<file path="src/rtl/pipeline_hazard_controller.sv">
// Pipeline hazard controller: write scoreboard, RAW stall detection and branch flush.
// Ports:
//   clk, rst                     - clock and synchronous active-high reset
//   id_valid                     - Decode holds a valid instruction
//   id_a1/a2/a3, id_use_a1/2/3   - Decode operand addresses and read enables
//   id_wre                       - Decode instruction writes id_a3
//   ex_branch_taken              - Execute redirects the PC this cycle
//   stall_pc, stall_fd           - hold PC / Fetch-Decode register
//   flush_fd, bubble_de          - NOP into Fetch-Decode / zero controls into Decode-Execute
//   busy_mask                    - registers with a pending write
//   state                        - 00 RUN, 01 STALL, 10 FLUSH
//   stall_count                  - saturating count of stall cycles
module pipeline_hazard_controller #(
    parameter int unsigned SB_DEPTH     = 3,
    parameter int unsigned FLUSH_CYCLES = 2
) (
    input  logic        clk,
    input  logic        rst,
    input  logic        id_valid,
    input  logic [3:0]  id_a1,
    input  logic [3:0]  id_a2,
    input  logic [3:0]  id_a3,
    input  logic        id_use_a1,
    input  logic        id_use_a2,
    input  logic        id_use_a3,
    input  logic        id_wre,
    input  logic        ex_branch_taken,
    output logic        stall_pc,
    output logic        stall_fd,
    output logic        flush_fd,
    output logic        bubble_de,
    output logic [15:0] busy_mask,
    output logic [1:0]  state,
    output logic [15:0] stall_count
);

    localparam int unsigned CNT_W = (FLUSH_CYCLES > 1) ? $clog2(FLUSH_CYCLES + 1) : 1;
    localparam logic [CNT_W-1:0] CNT_LOAD = CNT_W'(FLUSH_CYCLES - 1);

    typedef enum logic [1:0] {
        ST_RUN   = 2'b00,
        ST_STALL = 2'b01,
        ST_FLUSH = 2'b10
    } state_e;

    state_e             state_q, state_d;
    logic [CNT_W-1:0]   cnt_q, cnt_d;
    logic [15:0]        stall_count_q, stall_count_d;
    logic [SB_DEPTH-1:0] sb_vld_q, sb_vld_d;
    logic [3:0]         sb_addr_q [SB_DEPTH];
    logic [3:0]         sb_addr_d [SB_DEPTH];
    logic               hazard;
    logic               branch_act;
    logic               issue_vld;
    logic [15:0]        busy_raw;

    // Operand match against every valid slot; no forwarding, so any match stalls.
    always_comb begin
        hazard   = 1'b0;
        busy_raw = 16'h0000;
        for (int unsigned i = 0; i < SB_DEPTH; i++) begin
            if (sb_vld_q[i]) begin
                busy_raw[sb_addr_q[i]] = 1'b1;
                if ((id_use_a1 && (id_a1 == sb_addr_q[i])) ||
                    (id_use_a2 && (id_a2 == sb_addr_q[i])) ||
                    (id_use_a3 && (id_a3 == sb_addr_q[i])))
                    hazard = 1'b1;
            end
        end
        hazard = hazard & id_valid & ~rst;
    end

    // Control outputs: branch/flush has priority over a data hazard; all forced low in reset.
    always_comb begin
        branch_act = ~rst & (ex_branch_taken | (state_q == ST_FLUSH));
        flush_fd   = branch_act;
        stall_pc   = hazard & ~branch_act;
        stall_fd   = hazard & ~branch_act;
        bubble_de  = branch_act | hazard;
        busy_mask  = rst ? 16'h0000 : busy_raw;
        issue_vld  = id_valid & id_wre & ~stall_fd & ~flush_fd;
    end

    // Scoreboard shift: slot0 takes the issued write, the last slot retires.
    always_comb begin
        sb_vld_d     = '0;
        sb_vld_d[0]  = issue_vld;
        sb_addr_d[0] = id_a3;
        for (int unsigned i = 1; i < SB_DEPTH; i++) begin
            sb_vld_d[i]  = sb_vld_q[i-1];
            sb_addr_d[i] = sb_addr_q[i-1];
        end
    end

    // Next-state logic; the counter holds the FLUSH-state cycles still to run.
    always_comb begin
        state_d       = state_q;
        cnt_d         = cnt_q;
        stall_count_d = stall_count_q;
        if (stall_pc && (stall_count_q != 16'hFFFF))
            stall_count_d = stall_count_q + 16'd1;
        case (state_q)
            ST_RUN: begin
                if (ex_branch_taken) begin
                    state_d = ST_FLUSH;
                    cnt_d   = CNT_LOAD;
                end else if (hazard) begin
                    state_d = ST_STALL;
                end
            end
            ST_STALL: begin
                if (ex_branch_taken) begin
                    state_d = ST_FLUSH;
                    cnt_d   = CNT_LOAD;
                end else if (!hazard) begin
                    state_d = ST_RUN;
                end
            end
            ST_FLUSH: begin
                if (ex_branch_taken) begin
                    cnt_d = CNT_LOAD;
                end else if (cnt_q <= CNT_W'(1)) begin
                    // Decrement reaches zero: flush complete, hazards re-evaluated in RUN.
                    state_d = ST_RUN;
                    cnt_d   = '0;
                end else begin
                    cnt_d = cnt_q - CNT_W'(1);
                end
            end
            default: begin
                state_d = ST_RUN;
                cnt_d   = '0;
            end
        endcase
    end

    // State registers with synchronous reset.
    always_ff @(posedge clk) begin
        if (rst) begin
            state_q       <= ST_RUN;
            cnt_q         <= '0;
            stall_count_q <= 16'h0000;
            sb_vld_q      <= '0;
            for (int unsigned i = 0; i < SB_DEPTH; i++)
                sb_addr_q[i] <= 4'h0;
        end else begin
            state_q       <= state_d;
            cnt_q         <= cnt_d;
            stall_count_q <= stall_count_d;
            sb_vld_q      <= sb_vld_d;
            for (int unsigned i = 0; i < SB_DEPTH; i++)
                sb_addr_q[i] <= sb_addr_d[i];
        end
    end

    assign state       = state_q;
    assign stall_count = stall_count_q;

endmodule
</file>
<file path="config.mk">
export PLATFORM = sky130hd
export DESIGN_NAME = pipeline_hazard_controller
export DESIGN_NICKNAME = d
export VERILOG_FILES = /design/src/rtl/pipeline_hazard_controller.sv
export SDC_FILE = /design/constraint.sdc
export NUM_CORES = 1
export LEC_CHECK = 0
export BUFFER_PORTS_ARGS = -buffer_cell sky130_fd_sc_hd__buf_2
export CAP_MARGIN = 20
export CORE_MARGIN = 4
export CORE_UTILIZATION = 50
export DETAILED_ROUTE_END_ITERATION = 8
export HOLD_SLACK_MARGIN = 0.12
export PLACE_DENSITY = 0.79
export SLEW_MARGIN = 20
export SYNTH_ARGS = -nofsm -noshare
export SYNTH_HDL_FRONTEND = slang
export SYNTH_SLANG_ARGS = --single-unit
</file>
<file path="constraint.sdc">
create_clock -name clk -period 5.5 [get_ports clk]
set_clock_uncertainty 0.1 [all_clocks]
set_input_delay 1.1 -clock clk [delete_from_list [all_inputs] [get_ports clk]]
set_output_delay 1.1 -clock clk [all_outputs]
set_load 0.05 [all_outputs]
</file>
# After elaboration in Yosys (flattened, before gate mapping)
# Memory sizes are Yosys's and may differ from the RTL's.
# Index checks and enable logic that the tools add are counted.
[word_totals]
in_bits = 20
register_bits = 23
word_cells = 103
ramBits = 12
out_inout_bits = 38
n_memories = 1
[mem_list]
columns = ["name", "depth", "word_bits", "rd", "rd_clocked_by_memory_dff", "wr", "line_no", "rtl"]
rows = [
  ["sb_addr_q", 3, 4, 3, 0, 3, "50", "logic [3:0] sb_addr_q [SB_DEPTH];"],
]
[op_classes]
muxes = 33
magnitude_cmp = 7
n_bitwise = 17
add_sub_neg = 2
eq_ne = 17
reduce_logical = 22
[op_table]
columns = ["cell", "n"]
rows = [
  ["16-bit two-way mux", 4],
  ["4-bit == test", 9],
  ["16-bit bitwise OR", 2],
  ["2-bit two-way mux", 9],
  ["16-bit by 1-bit adder with 16-bit output, second input constant", 1],
  ["16-bit inequality test, second input constant", 1],
  ["4-bit by 5-bit less-than comparator with 1-bit output, second input constant", 3],
  ["1-bit logical AND", 13],
  ["1-bit demux with 4-bit select", 3],
  ["4-bit by 1-bit greater-or-equal comparator with 1-bit output, second input constant", 3],
  ["1-bit two-way mux", 12],
  ["4-bit two-way mux", 3],
  ["1-bit bitwise AND", 7],
  ["1-bit logical OR", 6],
  ["3-bit inequality test, second input constant", 2],
  ["2-bit one-hot mux with 3 select lines", 1],
  ["1-bit bitwise OR", 5],
  ["2-bit by 1-bit inequality test with 1-bit output, second input constant", 2],
  ["2-bit one-hot mux with 2 select lines", 1],
  ["4-bit AND reduction", 1],
  ["1-bit NOT", 3],
  ["2-bit by 1-bit == test with 1-bit output, second input constant", 1],
  ["2-bit == test, second input constant", 1],
  ["2-bit by 1-bit <= comparator with 1-bit output, second input constant", 1],
  ["4 further kinds", 4],
]

# Logic depth before layout (Yosys ltp)
# Gate-level depths: netlist of the first run.
[logic_depth]
depth_word = 16
depth_mapped = 10
depth_no_buf = 7

# Worst setup path after synthesis of the first run
# OpenSTA, ideal clock, no wires.
[synth_path]
path_kind = "input -> output"
startpoint = "input id_a3[1]"
endpoint = "output bubble_de"
slack_ps = 1735
t_arrival_ps = 2565
cell_stages = 6
path_buffers = 0
required_ps = 4300
cell_sequence = "xor2_1 > nor4_1 > o31ai_1 > nand3_1 > nand2_1 > a21oi_1"
[synth_via]
elab_chain_cells = 12
elab_cells_between_ends = 18
cone_classes = "eq/ne (3); mux (6); bitwise (3); reduce/logical (6)"
[synth_rtl]
columns = ["item", "line_no", "rtl"]
rows = [
  ["start: declaration", "22", "input logic [3:0] id_a3,"],
  ["4-bit == test", "66", "(id_use_a3 && (id_a3 == sb_addr_q[i])))"],
  ["1-bit logical AND", "66", ""],
  ["1-bit logical OR", "65", "(id_use_a2 && (id_a2 == sb_addr_q[i])) ||"],
  ["1-bit two-way mux", "64", "if ((id_use_a1 && (id_a1 == sb_addr_q[i])) ||"],
  ["1-bit two-way mux", "62", "if (sb_vld_q[i]) begin"],
  ["1-bit two-way mux", "64", ""],
  ["1-bit two-way mux", "62", ""],
  ["1-bit two-way mux", "64", ""],
  ["1-bit two-way mux *", "62", ""],
  ["1-bit bitwise AND * (2 in a row)", "70", "hazard = hazard & id_valid & ~rst;"],
  ["1-bit bitwise OR *", "79", "bubble_de = branch_act | hazard;"],
  ["end: declaration", "31", "output logic bubble_de,"],
]
# Mark *: on every way between the ends. The rest lies on a longest branch, timed or not.

# Worst setup path in the final report of the first run
[layout_path]
startpoint = "input rst"
endpoint = "output stall_fd"
[layout_via]
elab_chain_cells = 4
elab_cells_between_ends = 5
cone_classes = "bitwise (5)"
[layout_rtl]
columns = ["item", "line_no", "rtl"]
rows = [
  ["start: declaration", "18", "input logic rst,"],
  ["1-bit NOT *", "70, 75", ""],
  ["1-bit bitwise AND", "75", "branch_act = ~rst & (ex_branch_taken | (state_q == ST_FLUSH));"],
  ["1-bit NOT", "78", "stall_fd = hazard & ~branch_act;"],
  ["1-bit bitwise AND *", "78", ""],
  ["end: declaration", "29", "output logic stall_fd,"],
]
# Marked as above.

==> flow_metrics.env, run 1 <==
export IMPL_cp_required_ps=4300
export IMPL_hp_class="flop to flop"
export IMPL_ff_latch_area_um2=701
export IMPL_io_buffers=57
export IMPL_core_area_mm2=0.00444
export IMPL_initialDrtViolationCount=164
export IMPL_max_clock_path_buffers=2
export IMPL_rr_worst_depth=6
export IMPL_grt_max_degree=54
export IMPL_critPathCapture="stall_fd"
export IMPL_power_leakage_nw=1.11
export IMPL_gp_congestion=0.917
export IMPL_post_cts_resize_count=0
export IMPL_grt_pass1_wl_um=10400
export IMPL_multiInputGateArea_mm2=0.00148
export IMPL_placed_cell_area_mm2=0.00254
export IMPL_hold_buffers=0
export IMPL_ys_seq_area_frac=0.300
export IMPL_dr_pass1_iters=4
export IMPL_powerDensity_mw_per_mm2=211
export IMPL_ios=58
export IMPL_final_hold_violation_count=0
export IMPL_antenna_found_initial=0
export IMPL_overflow=0
export IMPL_clkTransAtPathRegs_ps=70
export IMPL_layout_drive_gt1_share=0.198
export IMPL_wl_per_cell_um=16.1
export IMPL_yosysWarnings=0
export IMPL_area_delta_synth_final_pct=13.7
export IMPL_root_buffer="clkbuf_8"
export IMPL_irDropWorstVdd_v=0.000141
export IMPL_crit_path_start="rst"
export IMPL_cts_buffers=5
export IMPL_h_tree_depth=2
export IMPL_die_area_mm2=0.00583
export IMPL_setup_ws_ps=1660
export IMPL_cpMostUsedCell="buf_2"
export IMPL_clkLatencyLatePin_ps=290
export IMPL_rows=24
export IMPL_finalMaxSlewViolations=0
export IMPL_rsz0062_at_grt="false"
export IMPL_crit_arrival_ps=2640
export IMPL_die_w_um=76.4
export IMPL_slowest_stage="buf_2"
export IMPL_first_global_vias=2157
export IMPL_cts_sinks=35
export IMPL_stdcell_area_mm2=0.00266
export IMPL_final_antenna_net_count=0
export IMPL_status="complete, no violations"
export IMPL_tns_ps=0
export IMPL_min_period_ps=3840
export IMPL_worstSetupStartpointType="primary input"
export IMPL_tightest_slew_ps=919
export IMPL_crit_type="primary input to output pin"
export IMPL_rr_startpoint="sb_addr_q[0][4]"
export IMPL_nNetsFinal=359
export IMPL_num_fill_cells=417
export IMPL_wirelength_um=6290
export IMPL_fmax_mhz=261
export IMPL_fp_dieH_um=76.4
export IMPL_syn_area_mm2=0.00234
export IMPL_avgSynthCellArea_um2=7.82
export IMPL_setup_viol=0
export IMPL_path_cells="buf_2 > nor2_1 > nand2_1 > a21oi_1 > and2_1 > buf_2"
export IMPL_vias=2347
export IMPL_ys_types=33
export IMPL_start_util=0.526
export IMPL_cpPeakStageDelay_ps=390
export IMPL_path_max_fanout=53
export IMPL_track_usage=0.215
export IMPL_drt_vias_per_instance=6.00
export IMPL_r2r_end="stall_count[9]"
export IMPL_post_dp_hpwl_um=4330
export IMPL_maxCapViolations=0
export IMPL_slew_headroom=0.388
export IMPL_ys_ff_latch=35
export IMPL_synth_net_count=320
export IMPL_r2r_slack_ps=3040
export IMPL_cts_tree="done"
export IMPL_cts_setup_buffers=0
export IMPL_syn_instance_count=299
export IMPL_post_route_drc_count=0
export IMPL_min_period_over_period=0.698
export IMPL_post_place_ws_ps=1680
export IMPL_end_kind="output pin"
export IMPL_n_antenna_cell=0
==> synth_stat cells <==
master	instances	area share
a21oi_1	35	0.075
dfxtp_1	35	0.30
nand2_1	28	0.045
xor2_1	27	0.10
nor2b_1	21	0.056
nand3_1	18	0.039
buf_2	13	0.028
and3_1	12	0.032
o31ai_1	12	0.039
nor2_1	11	0.018
nor4_1	11	0.029
or4_1	11	0.035
a22oi_1	9	0.029
xnor2_1	9	0.034
a32oi_1	6	0.022
clkbuf_1	6	0.0096
o21ai_0	5	0.011
and3b_1	3	0.011
buf_4	3	0.0096
buf_6	3	0.014
inv_1	3	0.0048
nor3b_1	3	0.0096
or3_1	3	0.0080
a31oi_1	2	0.0054
nand4_1	2	0.0054
a211oi_1	1	0.0032
and2_1	1	0.0027
and3_4	1	0.0048
ha_1	1	0.0054
mux2_2	1	0.0048
nand2b_1	1	0.0027
nor3_1	1	0.0021
o22a_1	1	0.0037
==> flip-flops by register name, summed over array words and instances, names as in the netlist <==
register,flops
cnt_q,2
state,2
stall_count,16
sb_vld_q,3
sb_addr_q,12
==> how the worst min path moves through the flow <==
stage                          from  cells after the start         endpoint
global placement    stall_count[12]                      2  stall_count[12]
global route        stall_count[12]                      2  stall_count[12]
finish              stall_count[12]                      2  stall_count[12]
CTS                 stall_count[12]                      2  stall_count[12]
detailed placement  stall_count[12]                      2  stall_count[12]
floorplan                  cnt_q[1]                      1         cnt_q[1]
==> where the power goes <==
part           leakage [nW]  internal (mW)  switching, mW
Combinational         0.770         0.0234         0.0370
Sequential            0.285          0.258         0.0134
Clock                0.0581          0.135         0.0944
Total                  1.11          0.416          0.145
==> layout make-up <==
type / instances / area share
flip-flops and latches: 35 / 0.264
clock inverters: 3 / 0.0165
well taps: 52 / 0.0245
repair buffers: 57 / 0.107
inverters: 3 / 0.00424
multi-input cells: 236 / 0.558
clock buffers: 5 / 0.0259
==> routing by layer <==
metal  global-route usage  part of all wire
met1                0.287              0.46
met2                0.343              0.45
met3               0.0485             0.062
met4               0.0707             0.022
met5                    0                 0
==> through the flow <==
stage / hold WS (ps) / instances / total power, mW / utilization
global placement: 375 / 383 / 0.335 / 0.572
finish: 393 / 391 / 0.561 / 0.598
CTS: 391 / 391 / 0.565 / 0.598
floorplan: 375 / 299 / 0.318 / -
global route: 421 / 391 / 0.583 / 0.598
detailed placement: 381 / 383 / 0.336 / 0.572
==> critical path: cells and delay by family <==
kind | cells | cell delay [ps]
AND/OR/NAND/NOR | 3 | 530
buffers and inverters | 2 | 660
AO/OA/AOI/OAI | 1 | 340
==> kinds of logic (layout without fill, tap and decap cells) <==
group	after synthesis	after routing	share of synthesized area
simple gates	127	127	0.301
compound gates	71	71	0.188
xor+xnor	36	36	0.135
flops	35	35	0.300
buf+inv	28	68	0.0664
fa+ha+maj	1	1	0.00535
mux	1	1	0.00482
==> cells in the final DEF, fill, tap and decap left out, types with 2 or more instances in the layout <==
cell,synthesis,layout
nand2_1,28,28
or3_1,3,3
o31ai_1,12,12
and3_1,12,12
inv_1,3,3
dfxtp_1,35,35
or4_1,11,11
nor3b_1,3,3
a22oi_1,9,9
a32oi_1,6,6
xor2_1,27,27
nor2b_1,21,21
nor2_1,11,11
and3b_1,3,3
nand3_1,18,18
a21oi_1,35,35
a31oi_1,2,2
nand4_1,2,2
xnor2_1,9,9
buf_2,13,57
clkbuf_8,0,5
o21ai_0,5,5
nor4_1,11,11
Note: power is estimated with default switching activity, not from simulation.
==> inputs of run 2 (changes only) <==
--- a/config.mk
+++ b/config.mk
@@ -5,13 +5,14 @@
 export SDC_FILE = /design/constraint.sdc
 export NUM_CORES = 1
 export LEC_CHECK = 0
+export ABC_AREA = 1
 export BUFFER_PORTS_ARGS = -buffer_cell sky130_fd_sc_hd__buf_2
 export CAP_MARGIN = 20
 export CORE_MARGIN = 4
 export CORE_UTILIZATION = 50
 export DETAILED_ROUTE_END_ITERATION = 8
 export HOLD_SLACK_MARGIN = 0.12
-export PLACE_DENSITY = 0.79
+export PLACE_DENSITY = 0.77
 export SLEW_MARGIN = 20
 export SYNTH_ARGS = -nofsm -noshare
 export SYNTH_HDL_FRONTEND = slang
==> constraint.sdc (replaced) <==
create_clock -name clk -period 4 [get_ports clk]
set_clock_uncertainty 0.1 [all_clocks]
set_input_delay 0.8 -clock clk [delete_from_list [all_inputs] [get_ports clk]]
set_output_delay 0.8 -clock clk [all_outputs]
set_load 0.05 [all_outputs]
==> run 2 against run 1 <==
Critical path type unchanged. Largest cell class unchanged. Core utilization down 0.45 points. Global-route usage up 1.9 points. Register-to-register slack got worse by 1200 ps.
==> flow_metrics.env, run 2 <==
export IMPL_cp_num_cells=11
export IMPL_end_kind="output pin"
export IMPL_avgSynthCellArea_um2=6.01
export IMPL_final_antenna_net_count=0
export IMPL_min_period_over_period=0.743
export IMPL_area_delta_synth_final_pct=13.9
export IMPL_hold_path_depth=2
export IMPL_ys_ff_latch=35
export IMPL_power_frac_seq=0.500
export IMPL_n_antenna_cell=0
export IMPL_switching_share=0.288
export IMPL_irDropWorstVdd_v=0.000184
export IMPL_num_fill_cells=521
export IMPL_post_dp_hpwl_um=5450
export IMPL_hold_buffers=0
export IMPL_overflow=0
export IMPL_wl_per_cell_um=12.7
export IMPL_slew_headroom=0.679
export IMPL_core_area_mm2=0.00514
export IMPL_cts_sinks=35
export IMPL_path_max_fanout=5
export IMPL_fin_util=0.593
export IMPL_h_tree_depth=2
export IMPL_power_switching_mw=0.213
export IMPL_r2r_end="stall_count[11]"
export IMPL_post_route_drc_count=0
export IMPL_ys_types=31
export IMPL_dp_cells=557
export IMPL_largest_reg_flops=16
export IMPL_grt_pass1_wl_um=12300
export IMPL_synth_commonest_cells="nand2_1 (113), nor2_1 (83), inv_1 (51), dfxtp_1 (35), nand3_1 (31)"
export IMPL_dr_pass1_iters=5
export IMPL_gp_congestion=1.04
export IMPL_synth_area_leaders="dfxtp_1 (26%), nand2_1 (16%), nor2_1 (12%)"
export IMPL_synthArstFlopShare=0
export IMPL_ff_latch_area_um2=701
export IMPL_drt_vias_per_instance=5.29
export IMPL_cts_setup_buffers=0
export IMPL_synth_top_cell_area_share=0.262
export IMPL_worstSetupStartpointType="primary input"
export IMPL_multiInputGateArea_mm2=0.00166
export IMPL_tns_ps=0
export IMPL_setup_ws_ps=1030
export IMPL_r2r_slack_ps=1800
export IMPL_finalMaxSlewViolations=0
export IMPL_cts_buffers=5
export IMPL_post_cts_resize_count=0
export IMPL_min_period_ps=2970
export IMPL_crit_arrival_ps=2070
export IMPL_hold_path_end="cnt_q[1]"
export IMPL_first_global_vias=2722
export IMPL_vias=2983
export IMPL_layout_drive_gt1_share=0.202
export IMPL_crit_family="buffers and inverters"
export IMPL_p_int_mw=0.526
export IMPL_die_w_um=81.2
export IMPL_synth_edf_count=0
export IMPL_placed_cell_area_mm2=0.00296
export IMPL_syn_area_mm2=0.00268
export IMPL_comb_power_share=0.152
export IMPL_final_common_cell="nand2_1"
export IMPL_clkTransAtPathRegs_ps=60
export IMPL_fmax_mhz=337
export IMPL_ys_seq_area_frac=0.262
export IMPL_fp_dieH_um=81.2
export IMPL_yosys_cell_count_top_type="nand2_1"
export IMPL_final_cell_mix="nand2_1 (113), nor2_1 (83), buf_2 (57)"
export IMPL_cpPeakStageDelay_ps=260
export IMPL_path_cells="buf_2 > inv_1 > o21ai_0 > nor2_1 > nand3b_1 > nand3_1 > nand2_1 > nand3_4 > nand3_4 > inv_1 > buf_2"
export IMPL_start_util=0.521
export IMPL_max_clock_path_buffers=2
export IMPL_power_leakage_nw=1.53
export IMPL_grt_max_degree=24
export IMPL_nNetsFinal=515
export IMPL_root_buffer="clkbuf_8"
export IMPL_min_from="cnt_q[1]"
export IMPL_wirelength_um=7160
export IMPL_rows=26
export IMPL_final_hold_violation_count=0
export IMPL_antenna_found_initial=0
export IMPL_status="complete, no violations"
export IMPL_cts_tree="done"
export IMPL_io_buffers=57
export IMPL_final_cells=564
export IMPL_syn_instance_count=445
export IMPL_holdWs_ps=341
export IMPL_synthFlopType="dfxtp_1"
export IMPL_die_area_mm2=0.00659
export IMPL_post_place_ws_ps=1030
export IMPL_synth_net_count=466
export IMPL_rr_worst_depth=12
export IMPL_slowest_stage="buf_2"
export IMPL_hp_class="flop to flop"
export IMPL_maxCapViolations=0
export IMPL_crit_type="primary input to output pin"
export IMPL_pwr_share_clk=0.348
export IMPL_initialDrtViolationCount=264
export IMPL_setup_viol=0
export IMPL_track_usage=0.234
export IMPL_powerDensity_mw_per_mm2=242
export IMPL_tightest_slew_ps=478
export IMPL_stdcell_area_mm2=0.00305
export IMPL_rsz0062_at_grt="false"
export IMPL_rr_startpoint="sb_addr_q[0][5]"
export IMPL_path_buf_inv=4
export IMPL_yosysTopAreaCell="dfxtp_1"
export IMPL_ios=58
export IMPL_finalPower_mw=0.739
export IMPL_cp_required_ps=3100
export IMPL_clkLatencyLatePin_ps=290
export IMPL_yosysWarnings=0
[run 2: cell types whose count changed in the layout (fill, tap and decap cells not counted), moves of 12 or more]
cell / before / now
o21ai_0: 5 / 29
a21oi_1: 35 / 8
nand3_1: 18 / 31
nor2_1: 11 / 83
xor2_1: 27 / 6
nand2_1: 28 / 113
nor2b_1: 21 / 0
and3_1: 12 / 0
inv_1: 3 / 51
[run 2: metal layers]
layer	vias to the layer above	global-route usage	wire (µm)
met5	-	0	0
met4	0	0.103	188
met3	22	0.0388	583
met2	138	0.391	3320
met1	1329	0.295	3060
li1	1494	-	-
[run 2: power by group through the flow]
| stage | registers, mW | clock network, mW | logic [mW] |
|---|---|---|---|
| 6_report | 0.370 | 0.257 | 0.113 |
| 5_1_grt | 0.371 | 0.286 | 0.127 |
| 4_1_cts | 0.369 | 0.271 | 0.111 |
| 3_5_place_dp | 0.377 | 0 | 0.111 |
| 3_3_place_gp | 0.377 | 0 | 0.110 |
| 2_1_floorplan | 0.371 | 0 | 0.0836 |
[run 2: worst max path at each step]
stage	to	slack [ps]	startpoint
3_3_place_gp	bubble_de	1060	id_a1[0]
5_1_grt	bubble_de	820	sb_addr_q[0][5]
2_1_floorplan	stall_pc	390	rst
4_1_cts	stall_fd	1030	id_a3[3]
3_5_place_dp	stall_fd	1030	id_a3[3]
6_report	stall_pc	1030	id_a3[3]
[run 2: cell families after synthesis]
| logic type | count (synthesis) | share of synthesized area |
|---|---|---|
| compound gates | 59 | 0.142 |
| xor+xnor | 20 | 0.0655 |
| fa+ha+maj | 1 | 0.00467 |
| buf+inv | 75 | 0.118 |
| flops | 35 | 0.262 |
| simple gates | 255 | 0.408 |
[run 2: layout make-up]
type / count / area share
Clock buffer: 6 / 0.0271
Sequential cell: 35 / 0.230
Inverter: 59 / 0.0726
Clock inverter: 1 / 0.00164
Timing Repair Buffer: 58 / 0.0960
Multi-Input combinational cell: 335 / 0.544
Tap cell: 70 / 0.0287
[run 2: tightest hold or removal path: cells and delay by family, from the launching register on]
family           cells  cell delay [ps]
and+or+nand+nor      2               90
DFF                  1              310
